$ cat src/rtl/heap_pkg.sv
// Shared definitions for the heap output path: word tags, pad/sentinel words, FSM encoding.
// Pure declarations; no timing or flow control of its own.
package heap_pkg;

    localparam logic [1:0] TAG_KEEP  = 2'b00;
    localparam logic [1:0] TAG_INIT  = 2'b01;
    localparam logic [1:0] TAG_FLUSH = 2'b11;

    typedef enum logic [1:0] {IDLE, RUN, DRAIN, DONE} state_e;

    // Pad words carry the key extreme that sorts to the far end for the given ordering.
    function automatic logic [15:0] init_data(input bit max_mode);
        return max_mode ? 16'h4FFF : 16'h4000;
    endfunction

    function automatic logic [15:0] flush_data(input bit max_mode);
        return max_mode ? 16'hC000 : 16'hCFFF;
    endfunction

endpackage

$ cat src/rtl/heap_out_drain_if.sv
// Heap pair input and single-word valid/ready output of the drain block.
// master = producer/consumer side (bench), slave = drain block.
interface heap_out_drain_if #(parameter int DATA_WIDTH = 16);
    logic                  in_valid;
    logic [DATA_WIDTH-1:0] in_d1;
    logic [DATA_WIDTH-1:0] in_d2;
    logic [DATA_WIDTH-1:0] m_data;
    logic                  m_valid;
    logic                  m_ready;

    modport master (output in_valid, in_d1, in_d2, m_ready, input m_data, m_valid);
    modport slave  (input in_valid, in_d1, in_d2, m_ready, output m_data, m_valid);
endinterface

$ cat src/rtl/heap_out_drain_fifo_2w1r.sv
// Two-write/one-read FIFO; writes visible on rd_dat_o one cycle later, pop on rd_en_i.
// No internal backpressure: the caller must never write beyond free space or pop when empty.
module fifo_2w1r #(
    parameter int DATA_WIDTH = 16,
    parameter int DEPTH_LOG2 = 5
) (
    input  logic                  clk,
    input  logic                  rstn,
    input  logic                  clr_i,
    input  logic                  wr_en1_i,
    input  logic [DATA_WIDTH-1:0] wr_d1_i,
    input  logic                  wr_en2_i,
    input  logic [DATA_WIDTH-1:0] wr_d2_i,
    input  logic                  rd_en_i,
    output logic [DEPTH_LOG2:0]   count_o,
    output logic [DATA_WIDTH-1:0] rd_dat_o
);
    localparam int DEPTH = 1 << DEPTH_LOG2;

    logic [DATA_WIDTH-1:0] mem_q [DEPTH];
    logic [DEPTH_LOG2-1:0] wr_ptr_q, wr_ptr_d, rd_ptr_q, rd_ptr_d, wr_idx2;
    logic [DEPTH_LOG2:0]   count_q, count_d;

    // d2 lands behind d1 when both are written in the same cycle.
    assign wr_idx2 = wr_ptr_q + DEPTH_LOG2'(wr_en1_i);

    always_comb begin
        wr_ptr_d = wr_ptr_q + DEPTH_LOG2'(wr_en1_i) + DEPTH_LOG2'(wr_en2_i);
        rd_ptr_d = rd_ptr_q + DEPTH_LOG2'(rd_en_i);
        count_d  = count_q + (DEPTH_LOG2+1)'(wr_en1_i) + (DEPTH_LOG2+1)'(wr_en2_i)
                 - (DEPTH_LOG2+1)'(rd_en_i);
        if (clr_i) begin
            wr_ptr_d = '0;
            rd_ptr_d = '0;
            count_d  = '0;
        end
    end

    always_ff @(posedge clk or negedge rstn) begin
        if (!rstn) begin
            wr_ptr_q <= '0;
            rd_ptr_q <= '0;
            count_q  <= '0;
        end else begin
            wr_ptr_q <= wr_ptr_d;
            rd_ptr_q <= rd_ptr_d;
            count_q  <= count_d;
        end
    end

    always_ff @(posedge clk) begin
        if (!clr_i && wr_en1_i) mem_q[wr_ptr_q] <= wr_d1_i;
        if (!clr_i && wr_en2_i) mem_q[wr_idx2]  <= wr_d2_i;
    end

    assign count_o  = count_q;
    assign rd_dat_o = (count_q != '0) ? mem_q[rd_ptr_q] : '0;

endmodule

$ cat src/rtl/heap_out_drain.sv
// Strips pad words from heap output pairs, buffers kept keys, re-emits them with an order check.
// Output appears one cycle after write; m_ready backpressure fills the FIFO, excess words drop and set ovf.
module heap_out_drain
    import heap_pkg::*;
#(
    parameter int DATA_WIDTH = 16,
    parameter int KEY_WIDTH  = 12,
    parameter int DEPTH_LOG2 = 5,
    parameter bit MAX_MODE   = 1'b0
) (
    input  logic                 clk,
    input  logic                 rstn,
    input  logic                 init,
    heap_out_drain_if.slave      bus,
    output logic                 done,
    output logic                 order_err,
    output logic                 ovf,
    output logic [15:0]          out_cnt
);
    localparam int DEPTH = 1 << DEPTH_LOG2;

    state_e                state_q, state_d;
    logic [DEPTH_LOG2:0]   count, free;
    logic [DATA_WIDTH-1:0] rd_dat;
    logic [1:0]            tag1, tag2;
    logic [KEY_WIDTH-1:0]  key1, key2, ref2, last_key_q;
    logic                  accept, keep1, keep2, flush, wr1, wr2, drop, pop;
    logic                  have2, err1, err2;
    logic                  have_last_q, order_err_q, ovf_q;
    logic [15:0]           out_cnt_q;

    function automatic logic out_of_order(input logic [KEY_WIDTH-1:0] k,
                                          input logic [KEY_WIDTH-1:0] prev);
        return MAX_MODE ? (k > prev) : (k < prev);
    endfunction

    assign accept = bus.in_valid && !init && (state_q == RUN || state_q == DRAIN);
    assign tag1   = bus.in_d1[DATA_WIDTH-1 -: 2];
    assign tag2   = bus.in_d2[DATA_WIDTH-1 -: 2];
    assign key1   = bus.in_d1[KEY_WIDTH-1:0];
    assign key2   = bus.in_d2[KEY_WIDTH-1:0];
    assign keep1  = accept && (tag1 == TAG_KEEP);
    assign keep2  = accept && (tag2 == TAG_KEEP);
    assign flush  = accept && (tag1 == TAG_FLUSH || tag2 == TAG_FLUSH);

    // Space is judged before this cycle's pop, so a full FIFO drops even while draining.
    assign free = (DEPTH_LOG2+1)'(DEPTH) - count;
    assign wr1  = keep1 && (free != '0);
    assign wr2  = keep2 && (keep1 ? (free >= (DEPTH_LOG2+1)'(2)) : (free != '0));
    assign drop = (keep1 && !wr1) || (keep2 && !wr2);
    assign pop  = bus.m_valid && bus.m_ready;

    // d2 is compared against d1 when d1 was written this cycle.
    assign ref2  = wr1 ? key1 : last_key_q;
    assign have2 = wr1 || have_last_q;
    assign err1  = wr1 && have_last_q && out_of_order(key1, last_key_q);
    assign err2  = wr2 && have2 && out_of_order(key2, ref2);

    fifo_2w1r #(.DATA_WIDTH(DATA_WIDTH), .DEPTH_LOG2(DEPTH_LOG2)) u_fifo (
        .clk      (clk),
        .rstn     (rstn),
        .clr_i    (init),
        .wr_en1_i (wr1),
        .wr_d1_i  (bus.in_d1),
        .wr_en2_i (wr2),
        .wr_d2_i  (bus.in_d2),
        .rd_en_i  (pop),
        .count_o  (count),
        .rd_dat_o (rd_dat)
    );

    always_comb begin
        state_d = state_q;
        case (state_q)
            IDLE:    state_d = IDLE;
            RUN:     if (flush) state_d = DRAIN;
            DRAIN:   if (count == '0 && !wr1 && !wr2) state_d = DONE;
            DONE:    state_d = IDLE;
            default: state_d = IDLE;
        endcase
        if (init) state_d = RUN;
    end

    always_ff @(posedge clk or negedge rstn) begin
        if (!rstn) begin
            state_q     <= IDLE;
            last_key_q  <= '0;
            have_last_q <= 1'b0;
            order_err_q <= 1'b0;
            ovf_q       <= 1'b0;
            out_cnt_q   <= '0;
        end else begin
            state_q <= state_d;
            if (init) begin
                have_last_q <= 1'b0;
                order_err_q <= 1'b0;
                ovf_q       <= 1'b0;
                out_cnt_q   <= '0;
            end else begin
                if (wr2)      last_key_q <= key2;
                else if (wr1) last_key_q <= key1;
                have_last_q <= have_last_q | wr1 | wr2;
                order_err_q <= order_err_q | err1 | err2;
                ovf_q       <= ovf_q | drop;
                if (pop) out_cnt_q <= out_cnt_q + 16'd1;
            end
        end
    end

    assign bus.m_valid = (count != '0);
    assign bus.m_data  = {2'b00, rd_dat[DATA_WIDTH-3:0]};
    assign done        = (state_q == DONE);
    assign order_err   = order_err_q;
    assign ovf         = ovf_q;
    assign out_cnt     = out_cnt_q;

endmodule

$ cat src/flat_wrapper.sv
// flat-port wrapper written by rule: the top's interface ports become plain ports
module heap_out_drain_flat import heap_pkg::*;
#(
    parameter int DATA_WIDTH = 16,
    parameter int KEY_WIDTH  = 12,
    parameter int DEPTH_LOG2 = 5,
    parameter bit MAX_MODE   = 1'b0
)
  (clk, rstn, init, done, order_err, ovf, out_cnt, bus_in_valid, bus_in_d1, bus_in_d2, bus_m_ready, bus_m_data, bus_m_valid);
  heap_out_drain_if #(.DATA_WIDTH(DATA_WIDTH)) bus_i ();
  input  logic clk;
  input  logic rstn;
  input  logic init;
  output logic done;
  output logic order_err;
  output logic ovf;
  output logic [15:0] out_cnt;
  input wire logic [$bits(bus_i.in_valid)-1:0] bus_in_valid;
  input wire logic [$bits(bus_i.in_d1)-1:0] bus_in_d1;
  input wire logic [$bits(bus_i.in_d2)-1:0] bus_in_d2;
  input wire logic [$bits(bus_i.m_ready)-1:0] bus_m_ready;
  output wire logic [$bits(bus_i.m_data)-1:0] bus_m_data;
  output wire logic [$bits(bus_i.m_valid)-1:0] bus_m_valid;
  assign bus_i.in_valid = bus_in_valid;
  assign bus_i.in_d1 = bus_in_d1;
  assign bus_i.in_d2 = bus_in_d2;
  assign bus_i.m_ready = bus_m_ready;
  assign bus_m_data = bus_i.m_data;
  assign bus_m_valid = bus_i.m_valid;
  heap_out_drain #(.DATA_WIDTH(DATA_WIDTH), .KEY_WIDTH(KEY_WIDTH), .DEPTH_LOG2(DEPTH_LOG2), .MAX_MODE(MAX_MODE)) u_core (.clk(clk), .rstn(rstn), .init(init), .bus(bus_i), .done(done), .order_err(order_err), .ovf(ovf), .out_cnt(out_cnt));
endmodule
$ cat config.mk
export PLATFORM = sky130hd
export DESIGN_NAME = heap_out_drain_flat
export DESIGN_NICKNAME = d
export VERILOG_FILES = /design/src/rtl/heap_pkg.sv /design/src/rtl/heap_out_drain_if.sv /design/src/rtl/heap_out_drain_fifo_2w1r.sv /design/src/rtl/heap_out_drain.sv /design/src/flat_wrapper.sv
export SDC_FILE = /design/constraint.sdc
export NUM_CORES = 1
export LEC_CHECK = 0
export CORE_ASPECT_RATIO = 0.6
export CORE_MARGIN = 2
export CORE_UTILIZATION = 55
export DETAILED_ROUTE_END_ITERATION = 8
export PLACE_DENSITY_LB_ADDON = 0.08
export SLEW_MARGIN = 20
export SYNTH_ARGS = -nofsm -noshare
export SYNTH_HDL_FRONTEND = slang
export SYNTH_SLANG_ARGS = --single-unit
$ cat constraint.sdc
create_clock -name clk -period 5.8 [get_ports clk]
set_input_delay 0.58 -clock clk [delete_from_list [all_inputs] [get_ports clk]]
set_output_delay 0.58 -clock clk [all_outputs]
set_load 0.03 [all_outputs]
==> metrics.log <==
INFO  metric worst_setup_path_end_kind = register
INFO  metric clock_insertion_delay_worst_skew = between 0.5 and 0.6 ns
INFO  metric ir_worst_vdd = 0.266 mV
INFO  metric cts-htree-levels = 2
INFO  metric design.core.area = 0.0477 mm2
INFO  metric root_buffer = sky130_fd_sc_hd__clkbuf_16
INFO  metric cts_max_path_buffers = 3
INFO  metric antenna_left = 0
INFO  metric synth_warn = 0
INFO  metric number_of_resized_instances_in_the_post_cts_repair_step = 0
INFO  metric slew-limit-headroom = 27.5%
INFO  metric drt_pass1_iterations = 7
INFO  metric critPathArrivalTime = 5.21 ns
INFO  metric final_min_period_over_clock_period = 86.3%
INFO  metric synth.lib_cells_used.distinct = 61
INFO  metric syn_avg_cell_area = roughly 16 um2
INFO  metric pin_count = 73
INFO  metric floorplan.initialDensity = 55.5%
INFO  metric die_x = 287 um
INFO  metric worst_r2r_endpoint = u_core.u_fifo.mem_q[3][12]$_DFFE_PP_
INFO  metric viasPerCell = approximately 6.6
INFO  metric timing.hold.worst.class = primary input to asynchronous set/reset pin
INFO  metric vias = 15.9k
INFO  metric worst_hold_slack_across_all_endpoints = 0.112 ns
INFO  metric globalRouteTotalUtil = 30.9%
INFO  metric avgRoutedWirePerCell = ~32 um
INFO  metric cts.sinks = 497
INFO  metric most_frequently_used_cell_type_in_the_post_synthesis_netlist = sky130_fd_sc_hd__edfxtp_1
INFO  metric gr-total-overflow = 0
INFO  metric placementRows = 62
INFO  metric first_global_vias = 15.8k
INFO  metric crit_path_max_fanout = 14
INFO  metric fin_crit = 5.01 ns
INFO  metric detail_route.iter0.violations = 1,854
INFO  metric design_power_total = 9.75 mW
INFO  metric cts_tree = built
INFO  metric globalplace.congestion = 0.877
INFO  metric worst-r2r-cell-count = 12
INFO  metric placement.io_buffers = 70
INFO  metric final_setup_violation_count = 0
INFO  metric drv_slew = 0
INFO  metric synth_largest_area_cell = sky130_fd_sc_hd__edfxtp_1
INFO  metric grt_pass1_wl = 112,000 um
INFO  metric worst-slew-pin-transition = 1.09 ns
INFO  metric drive_gt1_share = 25.7%
INFO  metric synth_ff_type = sky130_fd_sc_hd__edfxtp_1
INFO  metric count_of_hold_fix_buffers_inserted_at_cts = 0
INFO  metric grt_setup_unrepaired = no
INFO  metric critPathRequiredTime = 6.00 ns
INFO  metric routed_wirelength = 76,000 um
INFO  metric timing.final.hold_violations = 0
INFO  metric number_of_antenna_repair_diodes = 0
INFO  metric power_density = 329 mW/mm2
INFO  metric synth-seq-area-share = 55.4%
INFO  metric maxCapViolCount = 0
INFO  metric async_reset_ff_share = around 9.9%
INFO  metric netlist_instances = 1,686
INFO  metric status = completed
INFO  metric setup.worst_path.start_class = register
INFO  metric dp_hpwl = 48,000 um
INFO  metric regToRegSetupSlack = 0.79 ns
INFO  metric maximum_number_of_pins_on_one_net_before_global_route_repair = 50
INFO  metric synth_top_cells_by_area = sky130_fd_sc_hd__edfxtp_1 51%, sky130_fd_sc_hd__mux2_1 14%, sky130_fd_sc_hd__mux4_2 11%
INFO  metric area_growth_from_synthesis_to_layout = 11.9%
INFO  metric synthTopCellsByCount = 448 x sky130_fd_sc_hd__edfxtp_1, 336 x sky130_fd_sc_hd__mux2_1, 134 x sky130_fd_sc_hd__mux4_2, 119 x sky130_fd_sc_hd__clkbuf_1, 112 x sky130_fd_sc_hd__mux2_2
INFO  metric finalSetupTns = 0 ns
INFO  metric synth_top_cell_area_share = 50.8%
INFO  metric maxClockFrequency = 0.200 GHz
INFO  metric area_of_the_die = 0.0500 mm2
INFO  metric worst-setup-path-type = register to register
INFO  metric die-height = 174 um
INFO  metric synth_register_bits = 497
INFO  metric antenna_found_initial = 2
INFO  metric leakage = about 9.8 nW
INFO  metric finalNetCount = 1,808
INFO  metric clkSlewWorstSetupHoldPaths = 0.07 ns
INFO  metric crit-reg2reg-launch = u_core.u_fifo.count_o[1]$_DFF_PN0_
INFO  metric cts_made_buffers = 50
INFO  metric drc_errors = 0
INFO  metric synth_enable_flop_cells = 448
INFO  metric netlist_area = 0.0265 mm2
INFO  metric skew = 0.0170 ns
INFO  metric cts_setup_buffers = 0
==> worst max-delay path, cell delays in order (launching register included) <==
cell	delay (ns)
sky130_fd_sc_hd__dfrtp_1	0.42
sky130_fd_sc_hd__inv_1	0.11
sky130_fd_sc_hd__ha_1	0.23
sky130_fd_sc_hd__nor2b_1	0.14
sky130_fd_sc_hd__xnor2_1	0.18
sky130_fd_sc_hd__nor4b_1	0.41
sky130_fd_sc_hd__nand2b_1	0.18
sky130_fd_sc_hd__clkinv_1	0.19
sky130_fd_sc_hd__ha_1	0.26
sky130_fd_sc_hd__ha_1	0.29
sky130_fd_sc_hd__o31ai_1	0.91
sky130_fd_sc_hd__nand2_1	0.38
sky130_fd_sc_hd__o22ai_2	0.90
==> placed cells by master (no fill, tap or decap), types with 13 or more instances in the layout <==
master	n
sky130_fd_sc_hd__nor2_1	79
sky130_fd_sc_hd__xnor2_1	14
sky130_fd_sc_hd__a21oi_1	24
sky130_fd_sc_hd__mux4_2	134
sky130_fd_sc_hd__clkinv_1	16
sky130_fd_sc_hd__o22ai_2	18
sky130_fd_sc_hd__xor2_1	13
sky130_fd_sc_hd__mux2i_1	33
sky130_fd_sc_hd__nand2_1	23
sky130_fd_sc_hd__nand3_1	14
sky130_fd_sc_hd__inv_1	28
sky130_fd_sc_hd__clkbuf_16	51
sky130_fd_sc_hd__clkdlybuf4s50_1	69
sky130_fd_sc_hd__edfxtp_1	448
sky130_fd_sc_hd__mux2_2	112
sky130_fd_sc_hd__ha_1	43
sky130_fd_sc_hd__buf_4	95
sky130_fd_sc_hd__dfrtp_1	45
sky130_fd_sc_hd__mux2_1	336
==> kinds of logic after synthesis <==
family	after synthesis	share of synthesized area, %
AO/OA/AOI/OAI	102	2.56
XOR/XNOR	27	0.892
adder cells (fa/ha/maj)	45	2.18
buffers and inverters	208	3.31
flip-flops	497	55.4
multiplexers	615	31.7
other	1	0.0142
AND/OR/NAND/NOR	191	3.98
==> layer usage <==
metal | vias to the layer above | wire length, um | global-route usage [%]
li1 | 6696 | - | -
met1 | 8300 | 34800 | 48.9
met2 | 815 | 31500 | 42.2
met3 | 89 | 8380 | 9.24
met4 | 0 | 1240 | 5.62
met5 | - | 0 | 0
==> per-stage QoR <==
stage | setup WS [ns] | instances | util (%) | cell area, um2
2_1_floorplan | 0.707 | 1687 | - | 26500
3_3_place_gp | 0.878 | 2314 | 58.9 | 28100
3_5_place_dp | 0.824 | 2314 | 58.9 | 28100
4_1_cts | 0.864 | 2406 | 62.1 | 29600
5_1_grt | 0.565 | 2406 | 62.1 | 29600
6_report | 0.794 | 2406 | 62.1 | 29600
==> where the power goes <==
| group | total, mW | leakage, nW | internal [mW] | switching (mW) |
|---|---|---|---|---|
| Combinational | 2.43 | 4.41 | 1.11 | 1.32 |
| Sequential | 4.13 | 4.66 | 3.99 | 0.137 |
| Clock | 3.18 | 0.772 | 1.77 | 1.42 |
| Total | 9.75 | 9.85 | 6.87 | 2.88 |
==> state kept, by name, indices dropped and copies added (netlist names) <==
signal / cells
u_core.have_last_q: 1
u_core.last_key_q: 12
u_core.order_err: 1
u_core.out_cnt: 16
u_core.ovf: 1
u_core.state_q: 2
u_core.u_fifo.count_o: 6
u_core.u_fifo.mem_q: 448
u_core.u_fifo.rd_ptr_q: 5
u_core.u_fifo.wr_ptr_q: 5
==> layout make-up <==
cell class	count	area, um2
Fill cell	3490	18100
Sequential cell	497	14700
Multi-Input combinational cell	982	11100
Timing Repair Buffer	166	1430
Clock buffer	61	1330
Tap cell	640	801
Clock inverter	31	225
Inverter	29	109
==> how the worst max path moves through the flow <==
stage	start	end	slack, ns	cells past startpoint
CTS	u_core.u_fifo.count_o[1]$_DFF_PN0_	u_core.u_fifo.mem_q[3][11]$_DFFE_PP_	0.86	12
global placement	init	u_core.u_fifo.mem_q[26][7]$_DFFE_PP_	0.88	11
detailed placement	init	u_core.u_fifo.mem_q[6][12]$_DFFE_PP_	0.82	13
finish	u_core.u_fifo.count_o[1]$_DFF_PN0_	u_core.u_fifo.mem_q[3][12]$_DFFE_PP_	0.79	12
floorplan	u_core.u_fifo.count_o[1]$_DFF_PN0_	u_core.u_fifo.mem_q[5][0]$_DFFE_PP_	0.71	15
global route	u_core.u_fifo.count_o[1]$_DFF_PN0_	u_core.u_fifo.mem_q[1][10]$_DFFE_PP_	0.57	12
(Power assumes the default switching activity.)
